==> src/rtl/axi_slice_pkg.sv <==
// axi_slice_pkg: shared AXI R-beat type, response encodings and beat width helper
package axi_slice_pkg;
  localparam logic [1:0] RESP_OKAY   = 2'd0;
  localparam logic [1:0] RESP_EXOKAY = 2'd1;
  localparam logic [1:0] RESP_SLVERR = 2'd2;
  localparam logic [1:0] RESP_DECERR = 2'd3;
  localparam int R_ID_W   = 4;
  localparam int R_DATA_W = 64;
  localparam int R_USER_W = 6;
  typedef struct packed {
    logic [R_ID_W-1:0]   id;
    logic [R_USER_W-1:0] user;
    logic [R_DATA_W-1:0] data;
    logic [1:0]          resp;
    logic                last;
  } r_beat_t;
  // Flat beat width for any field sizing; bit order matches r_beat_t.
  function automatic int r_beat_bits(input int id_w, input int data_w, input int user_w);
    return id_w + user_w + data_w + 3;
  endfunction
endpackage

==> src/rtl/axi_fifo_ram.sv <==
// axi_fifo_ram: DEPTH x WIDTH storage, synchronous write, asynchronous read, not reset
module axi_fifo_ram #(
  parameter int DEPTH = 8,
  parameter int WIDTH = 8,
  parameter int AW    = $clog2(DEPTH)
) (
  input  logic             clk_i,
  input  logic             we_i,
  input  logic [AW-1:0]    waddr_i,
  input  logic [WIDTH-1:0] wdata_i,
  input  logic [AW-1:0]    raddr_i,
  output logic [WIDTH-1:0] rdata_o
);
  logic [WIDTH-1:0] r_mem [DEPTH];
  always_ff @(posedge clk_i)
    if (we_i) r_mem[waddr_i] <= wdata_i;
  assign rdata_o = r_mem[raddr_i];
endmodule

==> src/rtl/axi_r_burst_buffer.sv <==
// axi_r_burst_buffer: AXI R-channel beat FIFO, cut-through or burst store-and-forward
module axi_r_burst_buffer
  import axi_slice_pkg::*;
#(
  parameter int ID_WIDTH     = 4,
  parameter int DATA_WIDTH   = 64,
  parameter int USER_WIDTH   = 6,
  parameter int BUFFER_DEPTH = 8,
  parameter int STORE_FWD    = 0
) (
  input  logic                            clk_i,
  input  logic                            rst_i,
  input  logic                            slave_valid_i,
  input  logic [DATA_WIDTH-1:0]           slave_data_i,
  input  logic [1:0]                      slave_resp_i,
  input  logic [USER_WIDTH-1:0]           slave_user_i,
  input  logic [ID_WIDTH-1:0]             slave_id_i,
  input  logic                            slave_last_i,
  output logic                            slave_ready_o,
  output logic                            master_valid_o,
  output logic [DATA_WIDTH-1:0]           master_data_o,
  output logic [1:0]                      master_resp_o,
  output logic [USER_WIDTH-1:0]           master_user_o,
  output logic [ID_WIDTH-1:0]             master_id_o,
  output logic                            master_last_o,
  input  logic                            master_ready_i,
  output logic [$clog2(BUFFER_DEPTH):0]   level_o,
  output logic [$clog2(BUFFER_DEPTH):0]   bursts_o
);
  localparam int AW = $clog2(BUFFER_DEPTH);
  localparam int LW = AW + 1;
  localparam int BW = r_beat_bits(ID_WIDTH, DATA_WIDTH, USER_WIDTH);
  localparam logic [LW-1:0] FULL = LW'(BUFFER_DEPTH);
  logic [AW-1:0] r_wptr, r_rptr;
  logic [LW-1:0] r_level, r_bursts;
  logic          w_push, w_pop, w_release;
  logic [BW-1:0] w_rdata;
  assign slave_ready_o  = (r_level < FULL) && !rst_i;
  // A full buffer releases regardless of bursts so over-long bursts cannot deadlock.
  assign w_release      = (STORE_FWD == 0) || (r_bursts != '0) || (r_level == FULL);
  assign master_valid_o = (r_level != '0) && w_release && !rst_i;
  assign w_push         = slave_valid_i && slave_ready_o;
  assign w_pop          = master_valid_o && master_ready_i;
  assign {master_id_o, master_user_o, master_data_o, master_resp_o, master_last_o} = w_rdata;
  assign level_o        = r_level;
  assign bursts_o       = r_bursts;
  always_ff @(posedge clk_i)
    if (rst_i) begin
      r_wptr   <= '0;
      r_rptr   <= '0;
      r_level  <= '0;
      r_bursts <= '0;
    end else begin
      r_wptr   <= r_wptr + AW'(w_push);
      r_rptr   <= r_rptr + AW'(w_pop);
      r_level  <= r_level + LW'(w_push) - LW'(w_pop);
      r_bursts <= r_bursts + LW'(w_push && slave_last_i) - LW'(w_pop && master_last_o);
    end
  axi_fifo_ram #(.DEPTH(BUFFER_DEPTH), .WIDTH(BW), .AW(AW)) u_ram (
    .clk_i   (clk_i),
    .we_i    (w_push),
    .waddr_i (r_wptr),
    .wdata_i ({slave_id_i, slave_user_i, slave_data_i, slave_resp_i, slave_last_i}),
    .raddr_i (r_rptr),
    .rdata_o (w_rdata)
  );
endmodule

==> config.mk <==
export PLATFORM = sky130hd
export DESIGN_NAME = axi_r_burst_buffer
export DESIGN_NICKNAME = d
export VERILOG_FILES = /design/src/rtl/axi_slice_pkg.sv /design/src/rtl/axi_fifo_ram.sv /design/src/rtl/axi_r_burst_buffer.sv
export SDC_FILE = /design/constraint.sdc
export NUM_CORES = 1
export LEC_CHECK = 0
export BUFFER_PORTS_ARGS = -buffer_cell sky130_fd_sc_hd__buf_2
export CORE_ASPECT_RATIO = 1.25
export CORE_UTILIZATION = 25
export CTS_BUF_LIST = sky130_fd_sc_hd__clkbuf_2
export CTS_CLUSTER_SIZE = 10
export DETAILED_ROUTE_END_ITERATION = 10
export SYNTH_ARGS = -nofsm -noshare
export SYNTH_HDL_FRONTEND = slang
export SYNTH_HIERARCHICAL = 1
export SYNTH_SLANG_ARGS = --single-unit
==> constraint.sdc <==
create_clock -name clk_i -period 12.81 [get_ports clk_i]
set_input_delay 0.6405 -clock clk_i [delete_from_list [all_inputs] [get_ports clk_i]]
set_output_delay 0.6405 -clock clk_i [all_outputs]
set_load 0.05 [all_outputs]
==> summary.md <==
| Metric | Value |
|---|---|
| Tot Pwr | ~4.5 mW |
| GRT Total Usage | between 10% and 20% |
| Via density | 4.10 |
| Worst reg2reg path depth | 11 |
| Deepest clock path buffer count | 3 |
| Finished layout cell area | 29,600 µm² |
| Status | completed |
| CTS tree | done |
| FP Rows | around 130 |
| WP data required | roughly 12,000 ps |
| Root Buffer Master | clkbuf_2 |
| Core Region | 95,800 µm² |
| IO buf count | 167 |
| Reg2reg setup slack | just over 9000 ps |
| Initial antenna violation count | 1 |
| Slowest cell on the critical path | buf_4 |
| Unrepaired setup endpoints after global routing | no |
| Warnings from Yosys | 6 |
| Die X | 280 µm |
| Post-CTS setup buffer count | 0 |
| Initial Utilization | 25.2% |
| Peak VDD IR | roughly 0.12 mV |
| Leakage power | 9.70 nW |
| Max Fclk | ~0.19 GHz |
| Post-synthesis register bit count | 630 |
| Routability congestion estimate | 0.676 |
| Hold EP | r_rptr[0] |
| Fin worst setup slack | ~7400 ps |
| Hold WC Path Type | primary input to flip-flop |
| Vias after detailed routing | 11,664 |
| Clock transition at path regs | 90 ps |
| 1st-iter DRT viols | between 500 and 600 |
| Final setup viols | 0 |
| Gates resized, CTS repair | 0 |
| Non-Filler Instances | 2,844 |
| Pwr dens | 152 nW/µm² |
| Routed Antenna Nets | 0 |
| Fin crit period | 5370 ps |
| Share of cells above drive strength 1 | 42.6% |
| Fin. Hold Viols | 0 |
| Fin Setup TNS | 0 ps |
| Crit Reg-Reg Endpoint | bursts_o[2] |
| Fill count | 9,338 |
| Residual DRC | 0 |
| FF-to-FF Start | r_rptr[0] |
| Crit path arrival time | around 4700 ps |
| IO Pins | 168 |
| CTS buffer count | around 160 |
| Max Cap Viol | 0 |
| Most frequent cells in the layout | 616 x edfxtp_1, 207 x clkbuf_2, 167 x buf_2, 161 x dlygate4sd3_1, 154 x mux4_2 |
| DIE HEIGHT | 350 µm |
| Final Skew | 59.2 ps |
| Critical path class | flip-flop to primary output |
| WL/cell | 18.4 µm |
| Cells after DPL | 2,416 |
| Synth unique cells | 28 |
| Vias in the first global route | 13,268 |
| Htree depth | 4 |
| Syn-to-layout area delta | 22.4% |
| CP most frequent cell | buf_4 |
| Cell depth of the worst min-delay path | 5 |
| DP HPWL | 28,200 µm |
| Average size of a mapped cell | 24.7 µm² |
| Crit-path max cell delay | 840 ps |
| CP Max Fanout | 45 |
| CP Capture Type | primary output |
| Post-DP Area | about 27,000 µm² |
| Synth Instances | 980 |
| Tcrit/Tclk final | 41.9% |
| CTS Hold Bufs | about 160 |
| First-pass GRT wire length | 78,300 µm |
| Dpl ws | 8570 ps |
| Die area | 97,900 µm² |
| Yosys top cell by area | edfxtp_1 |
| Fin nets | 1,541 |
| Commonest non-fill, non-tap cell in the layout | edfxtp_1 |
| Startpoint of the worst hold path | master_ready_i |
| Max_slew headroom | between 30% and 40% |
| Proportion of synthesized chip area in sequential cells | between 70% and 80% |
| GRT Residual Overflow | 0 |
| WL final | ~52,000 µm |
| Max Slew Vio Count | 0 |
| Worst Tran Pin Value | 1030 ps |
| DRT Pass-1 Iters | 4 |
| Top-area cell type share of the netlist area | between 70% and 80% |
| Startpoint Class | flip-flop |
| Cells taking the most area after synthesis | edfxtp_1 77%, mux4_2 14%, mux2_4 3.7% |
| CTS Sinks | 630 |
| Syn Std Cell Area | about 24,000 µm² |
| Clk_lat worst skew | about 1300 ps |
| Largest net degree at the start of global routing | 67 |
| Crit-path cells | buf_4, buf_4, mux4_2, mux2_4, buf_2 |
| Post-Syn Nets | 1,076 |
[area by class of cell]
class | count | area, µm² | area share, %
Sequential cell | 630 | 18800 | 63.5
Multi-Input combinational cell | 293 | 5070 | 17.2
Timing Repair Buffer | 351 | 2620 | 8.86
Tap cell | 1290 | 1610 | 5.46
Clock buffer | 207 | 1040 | 3.50
Clock inverter | 59 | 390 | 1.32
Inverter | 13 | 48.8 | 0.165
Antenna cell | 1 | 2.50 | 0.00846
[flip-flops by register name (all words and copies together) (netlist names)]
signal,count
level_o,4
u_ram/r_mem,616
bursts_o,4
r_wptr,3
r_rptr,3
[cells by family after synthesis]
logic type	Yosys count	synth area share (%)
DFF	630	77.7
muxes	231	18.9
and+or+nand+nor	35	0.699
buffers and inverters	57	1.50
AOI/OAI and AO/OA	7	0.176
adders and majority gates	15	0.839
xor gates and xnor gates	5	0.181
[stage by stage]
step / hold WS [ps] / util (%)
finish: 404 / 30.9
global route: 250 / 30.9
CTS: 45.1 / 30.9
detailed placement: 523 / 27.7
global placement: 505 / 27.7
floorplan: 470 / -
[worst max-delay path, delay by kind of cell, from the launching register on]
family | cells | cell delay (ps)
buf+inv | 3 | 1720
mux | 2 | 880
flops | 1 | 740
[synthesized netlist by cell type, drive strengths merged]
| library cell | n |
|---|---|
| mux2 | 77 |
| nor2 | 14 |
| a31o | 1 |
| nor2b | 5 |
| fa | 2 |
| xor2 | 2 |
| edfxtp | 616 |
| inv | 13 |
| and2 | 1 |
| nand2b | 4 |
| and2b | 1 |
| xnor2 | 3 |
| buf | 32 |
| mux4 | 154 |
| a21oi | 4 |
| clkbuf | 12 |
| ha | 13 |
| nand2 | 4 |
| a31oi | 1 |
| nand3 | 3 |
| nor3 | 2 |
| a21o | 1 |
| and3 | 1 |
| dfxtp | 14 |
[how the worst max path moves through the flow]
stage | from | endpoint | slack (ps) | depth (start not counted)
global route | r_rptr[0] | master_data_o[25] | 6840 | 5
global placement | r_rptr[0] | master_data_o[25] | 8620 | 5
finish | r_rptr[0] | master_data_o[25] | 7440 | 5
floorplan | rst_i | u_ram/r_mem[0][0] | 5240 | 5
detailed placement | r_rptr[0] | master_data_o[25] | 8570 | 5
CTS | r_rptr[0] | master_data_o[25] | 6900 | 5
[power by group]
part / total, mW / internal [mW] / switching [mW]
clock: 1.35 / 0.546 / 0.800
sequential: 2.34 / 2.31 / 0.0295
combinational: 0.804 / 0.331 / 0.474
total: 4.49 / 3.19 / 1.30
[routing by layer]
metal,share of wire [%],GRT usage [%],up-vias
met5,0,0,-
met4,2.6,5.35,0
met3,5.1,3.24,112
met2,53,19.2,298
met1,39,11.7,6069
li1,-,-,5185
(Power assumes the default switching activity.)
